==> src/rtl/ucca_config.sv <==
// Configuration window for the UCCA region monitor: two regions' bounds and enables,
// validated on a lock request and frozen until system_reset.
module ucca_config #(
  parameter logic [15:0] CONF_BASE = 16'h0160,
  parameter logic [15:0] CONF_END  = 16'h016B
) (
  input  logic        clk,
  input  logic        system_reset,
  input  logic        data_en,
  input  logic        data_wr,
  input  logic [15:0] data_addr,
  input  logic [15:0] data_din,
  output logic [15:0] cfg_dout,
  output logic [15:0] ucc0_min,
  output logic [15:0] ucc0_max,
  output logic [15:0] ucc1_min,
  output logic [15:0] ucc1_max,
  output logic [1:0]  ucc_valid,
  output logic        locked,
  output logic        reset
);

  typedef enum logic [1:0] {
    StIdle   = 2'd0,
    StConfig = 2'd1,
    StLocked = 2'd2
  } state_e;

  localparam logic [14:0] BaseW = CONF_BASE[15:1];

  state_e      state_q, state_d;
  logic [15:0] r0_min_q, r0_min_d;
  logic [15:0] r0_max_q, r0_max_d;
  logic [15:0] r1_min_q, r1_min_d;
  logic [15:0] r1_max_q, r1_max_d;
  logic [1:0]  en_q, en_d;
  logic        cfg_error_q, cfg_error_d;
  logic [15:0] dout_q, dout_d;
  logic        reset_q, reset_d;

  logic hit, wr_hit, rd_hit;
  logic sel_r0_min, sel_r0_max, sel_r1_min, sel_r1_max, sel_ctrl, sel_status;
  logic [1:0]  new_en;
  logic        ok0, ok1, no_overlap, lock_ok;
  logic [15:0] rd_val;

  assign hit    = data_en & (data_addr >= CONF_BASE) & (data_addr <= CONF_END) & ~data_addr[0];
  assign wr_hit = hit & data_wr;
  assign rd_hit = hit & ~data_wr;

  assign sel_r0_min = (data_addr[15:1] == BaseW);
  assign sel_r0_max = (data_addr[15:1] == BaseW + 15'd1);
  assign sel_r1_min = (data_addr[15:1] == BaseW + 15'd2);
  assign sel_r1_max = (data_addr[15:1] == BaseW + 15'd3);
  assign sel_ctrl   = (data_addr[15:1] == BaseW + 15'd4);
  assign sel_status = (data_addr[15:1] == BaseW + 15'd5);

  // Lock check uses the stored bounds together with the EN bits being written now.
  assign new_en     = data_din[2:1];
  assign ok0        = (r0_min_q < r0_max_q) & ~r0_min_q[0] & ~r0_max_q[0];
  assign ok1        = (r1_min_q < r1_max_q) & ~r1_min_q[0] & ~r1_max_q[0];
  assign no_overlap = (r0_max_q < r1_min_q) | (r1_max_q < r0_min_q);
  assign lock_ok    = (new_en != 2'b00)
                    & (~new_en[0] | ok0)
                    & (~new_en[1] | ok1)
                    & (~(new_en[0] & new_en[1]) | no_overlap);

  always_comb begin
    state_d     = state_q;
    r0_min_d    = r0_min_q;
    r0_max_d    = r0_max_q;
    r1_min_d    = r1_min_q;
    r1_max_d    = r1_max_q;
    en_d        = en_q;
    cfg_error_d = cfg_error_q;
    reset_d     = 1'b0;
    case (state_q)
      StIdle, StConfig: begin
        if (wr_hit && !sel_status) begin
          state_d = StConfig;
          if (sel_r0_min) r0_min_d = data_din;
          if (sel_r0_max) r0_max_d = data_din;
          if (sel_r1_min) r1_min_d = data_din;
          if (sel_r1_max) r1_max_d = data_din;
          if (sel_ctrl) begin
            en_d = new_en;
            if (data_din[0]) begin
              if (lock_ok) begin
                state_d     = StLocked;
                cfg_error_d = 1'b0;
              end else begin
                cfg_error_d = 1'b1;
              end
            end
          end
        end
      end
      StLocked: reset_d = wr_hit;
      default:  state_d = StIdle;
    endcase
  end

  always_comb begin
    rd_val = 16'h0000;
    if (sel_r0_min) rd_val = r0_min_q;
    if (sel_r0_max) rd_val = r0_max_q;
    if (sel_r1_min) rd_val = r1_min_q;
    if (sel_r1_max) rd_val = r1_max_q;
    if (sel_ctrl)   rd_val = {13'd0, en_q, locked};
    if (sel_status) rd_val = {13'd0, cfg_error_q, state_q};
    dout_d = rd_hit ? rd_val : 16'h0000;
  end

  always_ff @(posedge clk) begin
    if (system_reset) begin
      state_q     <= StIdle;
      r0_min_q    <= 16'h0000;
      r0_max_q    <= 16'h0000;
      r1_min_q    <= 16'h0000;
      r1_max_q    <= 16'h0000;
      en_q        <= 2'b00;
      cfg_error_q <= 1'b0;
      dout_q      <= 16'h0000;
      reset_q     <= 1'b0;
    end else begin
      state_q     <= state_d;
      r0_min_q    <= r0_min_d;
      r0_max_q    <= r0_max_d;
      r1_min_q    <= r1_min_d;
      r1_max_q    <= r1_max_d;
      en_q        <= en_d;
      cfg_error_q <= cfg_error_d;
      dout_q      <= dout_d;
      reset_q     <= reset_d;
    end
  end

  assign locked    = (state_q == StLocked);
  assign ucc_valid = en_q & {2{locked}};
  assign ucc0_min  = r0_min_q;
  assign ucc0_max  = r0_max_q;
  assign ucc1_min  = r1_min_q;
  assign ucc1_max  = r1_max_q;
  assign cfg_dout  = dout_q;
  assign reset     = reset_q;

endmodule

==> config.mk <==
export PLATFORM = sky130hd
export DESIGN_NAME = ucca_config
export DESIGN_NICKNAME = d
export VERILOG_FILES = /design/src/rtl/ucca_config.sv
export SDC_FILE = /design/constraint.sdc
export NUM_CORES = 1
export LEC_CHECK = 0
export ABC_AREA = 1
export CAP_MARGIN = 20
export CORE_ASPECT_RATIO = 0.8
export CORE_UTILIZATION = 54
export CTS_BUF_LIST = sky130_fd_sc_hd__clkbuf_16
export CTS_CLUSTER_SIZE = 40
export DETAILED_ROUTE_END_ITERATION = 6
export PLACE_DENSITY = 0.95
export SLEW_MARGIN = 20
export SYNTH_ARGS = -nofsm -noshare
export SYNTH_HDL_FRONTEND = slang
export SYNTH_SLANG_ARGS = --single-unit
==> constraint.sdc <==
create_clock -name clk -period 4.76 [get_ports clk]
set_clock_uncertainty 0.2 [all_clocks]
set_input_delay 0.714 -clock clk [delete_from_list [all_inputs] [get_ports clk]]
set_output_delay 0.714 -clock clk [all_outputs]
set_load 0.02 [all_outputs]
Yosys cells after proc, flatten, opt, wreduce, memory -nomap -nowiden
Index checks and enable logic that the tools add are counted.
- bitwise logic cells: 29
- order comparisons: 6
- muxes and demuxes: 12
- reduce and logical (&&, ||, !) cells: 15
- eq/ne operators: 9
- operators by type and width (operator ; number):
    15-bit by 8-bit equality test with 1-bit output (second input constant) ; 6
    16-bit < comparator ; 4
    16-bit 2-to-1 mux ; 4
    16-bit by 9-bit >= comparator with 1-bit output (second input constant) ; 1
    16-bit by 9-bit less-or-equal comparator with 1-bit output (second input constant) ; 1
    3-bit AND reduction ; 5
    1-bit AND ; 13
    1-bit inverter ; 11
    2-bit 2-to-1 mux ; 4
    3-bit 2-to-1 mux ; 2
    2-bit OR reduction ; 3
    1-bit bitwise OR ; 4
    2-bit case mux with 2 select lines ; 1
    4-bit AND reduction ; 1
    4-bit OR reduction ; 1
    2-bit AND ; 1
    2-bit by 1-bit equality test with 1-bit output (second input constant) ; 1
    2-bit equality test (second input constant) ; 1
    2-bit zero test ; 1
    2-bit inequality test (second input constant) ; 1
    2-bit AND reduction ; 1
    2-bit nonzero test ; 1
    1-bit logical AND ; 1
    1-bit zero test ; 1
    1-bit 2-to-1 mux ; 1
- register bits: 86
- output and inout port bits: 84
- word-level logic and storage cells: 81

Depth between registers and ports, before layout
Gate-level depths: netlist of the first run.
- word-level depth: 12
- gate-level depth with buffers: 16
- gate-level depth less buffers: 16

Least setup slack after synthesis of the first run
No wires, ideal clock.
- kind: in2reg
- from: input port data_addr[10]
- to: register dout_q[10] (netlist: cfg_dout[10])
- cell stages on the path: 9
- path slack: 2431 ps
- arrival: 2001 ps
- buffers on the path: 1
- cells stage by stage: nor2_1 -> nand2_1 -> nor2_4 -> nand2_1 -> nor3_2 -> inv_1 -> clkbuf_1 -> o21ai_0 -> a21oi_1
- longest elaborated chain between the ends: 7
- elaborated cells on any way between the ends: 18
- those cells by class: order compare (2); eq/ne (6); mux (4); bitwise (5); reduce/logical (1)
- RTL lines (element ; line ; source):
    from (decl) ; 11 ; input logic [15:0] data_addr,
    16-bit by 9-bit >= comparator with 1-bit output ; 47 ; assign hit = data_en & (data_addr >= CONF_BASE) & (data_addr <= CONF_END) & ~data_addr[0];
    1-bit AND (3 in a row) ; 47 ;
    1-bit AND ; 49 ; assign rd_hit = hit & ~data_wr;
    1-bit inverter (no source line) ; - ;
    4-bit OR reduction (no source line) ; - ;
    to (signal assigned) ; 133 ; dout_q <= dout_d;
    to (decl) ; 38 ; logic [15:0] dout_q, dout_d;
Parallel ways exist; a longest one is shown, timed or not.
A chain may end at the register's enable or synchronous reset.

Worst setup path in the final report of the first run
- from: input port data_addr[10]
- to: register r1_max_q[4] (netlist: ucc1_max[4])
- longest elaborated chain between the ends: 7
- elaborated cells on any way between the ends: 11
- those cells by class: order compare (2); eq/ne (2); bitwise (4); reduce/logical (3)
- RTL lines (element ; line ; source):
    16-bit by 9-bit >= comparator with 1-bit output ; 47 ;
    1-bit AND (3 in a row) ; 47 ;
    1-bit AND ; 48 ; assign wr_hit = hit & data_wr;
    1-bit logical AND ; 79 ; if (wr_hit && !sel_status) begin
    3-bit AND reduction (no source line) (*) ; - ;
    to (signal assigned) ; 130 ; r1_max_q <= r1_max_d;
    to (decl) ; 35 ; logic [15:0] r1_max_q, r1_max_d;
Every way passes the cells marked *; elsewhere a longest branch is shown, timed or not.

==> impl_metrics.ini, run 1 <==
[floorplan]
num_rows = 31
dieArea_um2 = 9940
initial_core_util_pct = 56.3
chipHeight_um = 89.4
fp.dieW_um = 111
io_pins = 120
core_um2 = 9150

[cts]
post-cts-setup-buffers = 0
h-tree-depth = 3
numClockSinks = 86
cts_resized = 0
cts_tree = built
hold_buffers = 0
clock_path_buffers = 2
path_clk_slew_ns = 0.06
cts_buffers = 9
cts_root_buf = clkbuf_16
clock_latency_ns = 0.35

[yosys]
synth_area_leaders = dfxtp_1, ha_1, inv_1, a21oi_1, nand2_1
syn_area_per_cell_um2 = 7.15
synth.mux.area_fraction_pct = 0
yosysWarnings = 0
synth_top_area_share_pct = 33.4
synthCells = 720
seq_area_frac_synth_pct = 33.4
synth_simple_gate_area_share_pct = 17.4
synth_nets = 816
yosys.area.top_type = dfxtp_1
synth-compound-area-share_pct = 23.2
synth_adder_area_share_pct = 14.6
synth_cell_types = 28
synth_top_family_by_area = compound AO/OA/AOI/OAI gates
synth_seq_cells = 86
netlist_area_um2 = 5150
synthXorXnorAreaFrac_pct = 0

[sta]
tightestPinTransition_ns = 0.947
relSlewSlack_pct = 36.7
finalCriticalPeriod_ns = 3.47
rsz0062_at_grt = no
finalCritPeriodShare_pct = 72.8
finalWorstSetupSlack_ns = 1.29
hold_viol = 0
fin_setup_tns_ns = 0
max_freq_ghz = 0.288
slew_violations = 0
setup_viol = 0

[cells_and_area]
mostFrequentLayoutCells = clkdlybuf4s50_1, inv_1, nand2_1, dfxtp_1, a21oi_1
antenna_cells = 0
final_common_cell = clkdlybuf4s50_1
area_growth_pct = 30.2
fillCellCount = 644
drive_gt1_share_pct = 3.85
nNetsFinal = 922
fin_util_pct = 73.3

[critical_path]
path_class = in2reg
crit_chain = clkdlybuf4s50_1 > nor2_1 > nand2_1 > nor2_4 > nand2_1 > nor3_2 > nand2_1 > nor2_1 > a211oi_1
worst_ep_required_time_ns = 4.73
crit_fanout = 32
crit_slowest_cell = nand2_1
r2r-start = ucc0_min[5]
worstSetupEndpointType = register
timing.critical_path.mode_cell = nand2_1
start_kind = primary input
cp.arrival_ns = 3.44
cp_slowest_stage_delay_ns = 0.65
crit_start = data_addr[10]

[global_route]
grt_max_degree = 38
antenna_found_initial = 0
gr-total-overflow = 0
track_usage_pct = 32.4
grt_pass1_wl_mm = 24.9
grt_pass1_vias = 4909

[power_and_ir_drop]
power_leakage_nw = 2.76
totalPowerFinal_mw = 1.56
power_density_nw_per_um2 = 233
vdd_drop_max_v = 0.000154

[drt]
routed_via_density = 5.76
dr_total_vias = 5451
antenna_left = 0
firstDrtPassIters = 7
drc = 8
wl_mm = 15.9
drt_iter0_markers = 781
post_drt_wl_per_cell_um = 16.8

[hold_path]
hp-start = cfg_error_q
hold_path.class = reg2reg

[place]
post-place-ws_ns = 1.07
dp_hpwl_mm = 11.9
io_buffers = 119
gp_congestion = 1.01

[run_status]
violations = DRC
status = finished, violations left

[flow_run]
cap_violations = 0
==> flip-flops by register name (all words and copies together), names as in the netlist <==
signal       flops
cfg_dout        16
cfg_error_q      1
en_q             2
reset            1
state_q          2
ucc0_max        16
ucc0_min        16
ucc1_max        16
ucc1_min        16
==> where the power goes <==
group	total [mW]	internal [mW]	switching (mW)
logic	0.0705	0.0317	0.0388
registers	0.719	0.719	0.000000129
clock network	0.770	0.462	0.309
total	1.56	1.21	0.347
==> area by class of cell <==
| type | instances | area [um2] | share of cell area, % |
|---|---|---|---|
| tap | 115 | 144 | 2.15 |
| clock buffer | 9 | 225 | 3.36 |
| timing repair buffer | 123 | 1220 | 18.2 |
| clock inverter | 7 | 96.3 | 1.44 |
| inverter | 120 | 450 | 6.72 |
| sequential | 86 | 1720 | 25.7 |
| multi-input combinational | 486 | 2850 | 42.5 |
==> worst paths after layout <==
kind,to,slack [ns],depth (start not counted)
hold / removal,cfg_error_q,0.30,2
setup / recovery,ucc1_max[4],1.29,9
hold reg to reg,cfg_error_q,0.30,2
setup reg to reg,state_q[0],2.58,11
==> stage by stage <==
step                      hold slack (ns)  std cells  instance area [um2]
after floorplan                     0.251        720                 5150
after global placement              0.267        930                 6380
after detailed placement            0.284        930                 6380
after CTS                           0.300        946                 6710
after global routing                0.356        946                 6710
final                               0.303        946                 6710
==> cell usage after synthesis <==
master / count
inv_1: 117
a211oi_1: 32
a21oi_1: 82
nand3_1: 13
nand3_2: 2
nand3b_1: 2
nand4_1: 6
buf_4: 3
nor2_4: 2
buf_2: 13
nor3_1: 8
nor3_4: 1
nor2_1: 66
o21ai_0: 73
and3_1: 1
ha_1: 60
clkbuf_1: 12
or2_1: 1
a31oi_1: 13
inv_2: 3
nor4_1: 3
nand2_1: 98
a21boi_0: 1
dfxtp_1: 86
o211ai_1: 3
nor3_2: 1
nor2_2: 4
o21ai_1: 14
==> critical path: cells and delay by family <==
kind,cells,cell delay [ns]
simple gates,7,2.23
buf+inv,1,0.40
compound gates,1,0.08
==> cells by family after synthesis <==
family	count (synthesis)
AO/OA/AOI/OAI	218
flip-flops	86
buffers and inverters	148
AND/OR/NAND/NOR	208
adder cells (fa/ha/maj)	60
==> per-layer routing <==
metal	share of wire [%]	track usage, %
met3	15	9.69
met1	42	44.7
met4	2.1	10.3
met2	41	48.6
met5	0	0
Note: power is estimated with default switching activity, not from simulation.
==> inputs of run 2 (changes only) <==
- CORE_UTILIZATION: 54 -> 51
- PLACE_DENSITY: 0.95 -> 0.92
- clock period: 4.76 -> 3.55 ns (I/O delays scaled with it)
==> impl_metrics.ini, run 2 (synthesis results as in run 1) <==
[run_status]
status = finished clean

[sta]
finalCriticalPeriod_ns = 2.89
hold_viol = 0
tightestPinTransition_ns = 1.01
holdWs_ns = 0.296
rsz0062_at_grt = no
fin_setup_tns_ns = 0
relSlewSlack_pct = 32.4
setup_viol = 0
finalCritPeriodShare_pct = 81.3
max_freq_ghz = 0.346
slew_violations = 0

[cells_and_area]
final_common_cell = clkdlybuf4s50_1
antenna_cells = 0
nNetsFinal = 926
area_growth_pct = 31.2
mostFrequentLayoutCells = clkdlybuf4s50_1, inv_1, nand2_1, dfxtp_1, a21oi_1
drive_gt1_share_pct = 4.31

[critical_path]
r2r_cells = 12
reg2reg_to = state_q[0]
start_kind = primary input
cp.arrival_ns = 2.88
path_class = in2reg
worst_ep_required_time_ns = 3.55
crit_start = data_addr[3]
worstSetupEndpointType = register
crit_fanout = 26
reg2reg_setup_slack_ns = 1.31
r2r-start = ucc1_max[11]

[cts]
cts_tree = built
h-tree-depth = 3
clock_path_buffers = 2
hold_buffers = 0
cts_resized = 0
cts_buffers = 9
clock_latency_ns = 0.34
path_clk_slew_ns = 0.07
post-cts-setup-buffers = 0
numClockSinks = 86
cts_root_buf = clkbuf_16

[floorplan]
chipHeight_um = 91.9
fp.dieW_um = 114
num_rows = 32
initial_core_util_pct = 52.9
dieArea_um2 = 10500
core_um2 = 9730
io_pins = 120

[drt]
dr_total_vias = 5531
wl_mm = 16.4
drc = 0
routed_via_density = 5.70
antenna_left = 0
drt_iter0_markers = 744
firstDrtPassIters = 6
post_drt_wl_per_cell_um = 16.9

[global_route]
grt_pass1_wl_mm = 25.8
gr-usage-met2_pct = 44.9
grt_max_degree = 38
grt_pass1_vias = 5015
grt_busiest_layer = met1
track_usage_pct = 31.9
grtUsageMet1_pct = 47.4
antenna_found_initial = 0
gr-total-overflow = 0
use_met3_pct = 7.20

[place]
gp_congestion = 0.958
dp_hpwl_mm = 12.3
io_buffers = 119

[hold_path]
hold_path.class = reg2reg
holdPathEnd = cfg_dout[2]
hp-start = cfg_error_q
min_delay_path_depth = 2

[power_and_ir_drop]
vdd_drop_max_v = 0.000187
power_density_nw_per_um2 = 309
power_leakage_nw = 2.79

[flow_run]
cap_violations = 0
## run 2: cell types whose count changed in the layout (fill, tap and decap cells not counted), sizes merged
cell      delta
clkinv       +2
buf          +4
clkinvlp     -2
## run 2: how the worst max path moves through the flow
stage	cells past startpoint	slack (ns)	to
2_1_floorplan	9	1.40	cfg_dout[10]
3_3_place_gp	8	0.57	cfg_dout[15]
3_5_place_dp	8	0.52	cfg_dout[4]
4_1_cts	8	0.81	cfg_dout[13]
5_1_grt	9	0.50	cfg_dout[13]
6_report	8	0.66	cfg_dout[13]
## run 2: power breakdown
group          internal (mW)  total (mW)  switching, mW  leakage (nW)
logic                 0.0425      0.0949         0.0524          1.94
clock network          0.620        1.03          0.412         0.158
registers              0.964       0.964    0.000000181         0.692
total                   1.63        2.09          0.464          2.79
## run 2: final cells by class
type                       count  area [um2]
multi-input combinational    486        2850
sequential                    86        1720
inverter                     120         450
fill                         721        2970
tap                          136         170
timing repair buffer         127        1250
clock inverter                 7        95.1
clock buffer                   9         225
## run 2: metal layers
| layer | share of wire, % | vias up |
|---|---|---|
| li1 | - | 2636 |
| met1 | 43 | 2449 |
| met2 | 41 | 402 |
| met3 | 13 | 44 |
| met4 | 2.4 | 0 |
| met5 | 0 | - |
## run 2: worst max-delay path, cell delays in order
cell and delay, ns:
clkdlybuf4s50_1 0.49, or2_1 0.27, nor2_2 0.21, inv_1 0.09, nor3_2 0.45, inv_1 0.45, o21ai_0 0.32, a21oi_1 0.08
## run 2: metrics by stage
step / util [%] / setup slack (ns) / power, mW / instance area (um2) / cells
6_report: 69.5 / 0.664 / 2.09 / 6760 / 971
5_1_grt: 69.5 / 0.498 / 2.13 / 6760 / 971
4_1_cts: 69.5 / 0.806 / 2.08 / 6760 / 971
3_5_place_dp: 66.2 / 0.518 / 1.08 / 6440 / 955
3_3_place_gp: 66.2 / 0.569 / 1.08 / 6440 / 955
2_1_floorplan: - / 1.40 / 1.02 / 5150 / 720
==> inputs of run 3 (changes only) <==
- clock period: 3.55 -> 2.8 ns (I/O delays scaled with it)
==> impl_metrics.ini, run 3 (synthesis results as in run 1) <==
[place]
place_area_um2 = 6540
gp_congestion = 0.949
io_buffers = 119
dp_hpwl_mm = 12.3

[cells_and_area]
fillCellCount = 712
fin_util_pct = 70.6
design_area_um2 = 6870
nNetsFinal = 933
antenna_cells = 0
multi_input_area_um2 = 2850
area_growth_pct = 33.3
seq_area_um2 = 1720
final_common_cell = clkdlybuf4s50_1
mostFrequentLayoutCells = clkdlybuf4s50_1, inv_1, nand2_1, dfxtp_1, a21oi_1
drive_gt1_share_pct = 5.23

[global_route]
grt_pass1_wl_mm = 27.3
grt_max_degree = 34
gr-total-overflow = 0
track_usage_pct = 33.4
grt_pass1_vias = 5282
antenna_found_initial = 0

[run_status]
status = finished, violations left
violations = DRC

[floorplan]
io_pins = 120
fp.dieW_um = 114
initial_core_util_pct = 52.9
core_um2 = 9730
chipHeight_um = 91.9
dieArea_um2 = 10500
num_rows = 32

[critical_path]
cp.arrival_ns = 2.61
worstSetupEndpointType = register
r2r-start = ucc0_max[15]
crit_fanout = 26
crit_chain = clkdlybuf4s50_1 > or2_1 > nor2_2 > inv_1 > nor3_2 > inv_1 > o21ai_0 > a21oi_1
path_class = in2reg
timing.critical_path.mode_cell = inv_1
cp_slowest_stage_delay_ns = 0.48
start_kind = primary input
r2r_cells = 10
crit_start = data_addr[3]
crit_slowest_cell = clkdlybuf4s50_1
worst_ep_required_time_ns = 2.80

[sta]
finalCritPeriodShare_pct = 93.1
setup_viol = 0
slew_violations = 0
relSlewSlack_pct = 60.8
hold_viol = 0
finalCriticalPeriod_ns = 2.61
holdWs_ns = 0.332
fin_setup_tns_ns = 0
max_freq_ghz = 0.384
rsz0062_at_grt = no
tightestPinTransition_ns = 0.588

[power_and_ir_drop]
vdd_drop_max_v = 0.000245
power_leakage_nw = 2.84
totalPowerFinal_mw = 2.66
power_density_nw_per_um2 = 388

[cts]
h-tree-depth = 3
path_clk_slew_ns = 0.07
clock_path_buffers = 2
cts_resized = 0
hold_buffers = 0
cts_buffers = 9
numClockSinks = 86
cts_tree = built
clock_latency_ns = 0.34
cts_root_buf = clkbuf_16
post-cts-setup-buffers = 0

[drt]
antenna_left = 0
wl_mm = 17.3
post_drt_wl_per_cell_um = 17.7
drc = 1
routed_via_density = 5.82
dr_total_vias = 5692
firstDrtPassIters = 7
drt_iter0_markers = 835

[hold_path]
min_delay_path_depth = 2
hold_path.class = reg2reg
hp-start = ucc1_max[12]

[flow_run]
cap_violations = 0
[run 3: changes by cell type in the layout (fill, tap and decap cells not counted), sizes merged]
cell,delta
clkinv,-1
buf,+7
clkinvlp,+2
inv,-1
[run 3: area by class of cell]
cell class                      instances  share of cell area [%]
Sequential cell                        86                    25.1
Timing Repair Buffer                  134                    19.7
Clock buffer                            9                    3.28
Inverter                              120                    6.56
Tap cell                              136                    2.48
Multi-Input combinational cell        486                    41.5
Clock inverter                          7                    1.42
[run 3: critical path: cells and delay by family]
| kind | cells | cell delay (ns) |
|---|---|---|
| buf+inv | 3 | 0.96 |
| simple gates | 3 | 0.87 |
| compound gates | 2 | 0.35 |
[run 3: worst paths after layout]
check             slack [ns]            to
setup / recovery        0.19  cfg_dout[10]
setup reg to reg        0.55   cfg_error_q
hold / removal          0.33  ucc1_max[12]
hold reg to reg         0.33  ucc1_max[12]
[run 3: metrics by stage]
step                      std cells  worst slack (ns)
after floorplan                 720             0.765
after global placement          962            0.0680
after detailed placement        962          -0.00665
after CTS                       978             0.247
after global routing            978            0.0243
final                           978             0.194
[run 3: routing by layer]
| layer | vias up | global-route usage [%] | routed length [um] | part of all wire, % |
|---|---|---|---|---|
| met5 | - | 0 | 0 | 0 |
| met4 | 0 | 12.6 | 562 | 3.3 |
| met3 | 70 | 11.2 | 2710 | 16 |
| met2 | 460 | 48.0 | 7080 | 41 |
| met1 | 2511 | 45.8 | 6920 | 40 |
| li1 | 2651 | - | - | - |
[run 3: power breakdown]
part / total [mW] / switching (mW) / internal (mW)
Clock: 1.31 / 0.529 / 0.785
Combinational: 0.128 / 0.0713 / 0.0567
Sequential: 1.22 / 0.000000228 / 1.22
Total: 2.66 / 0.600 / 2.06
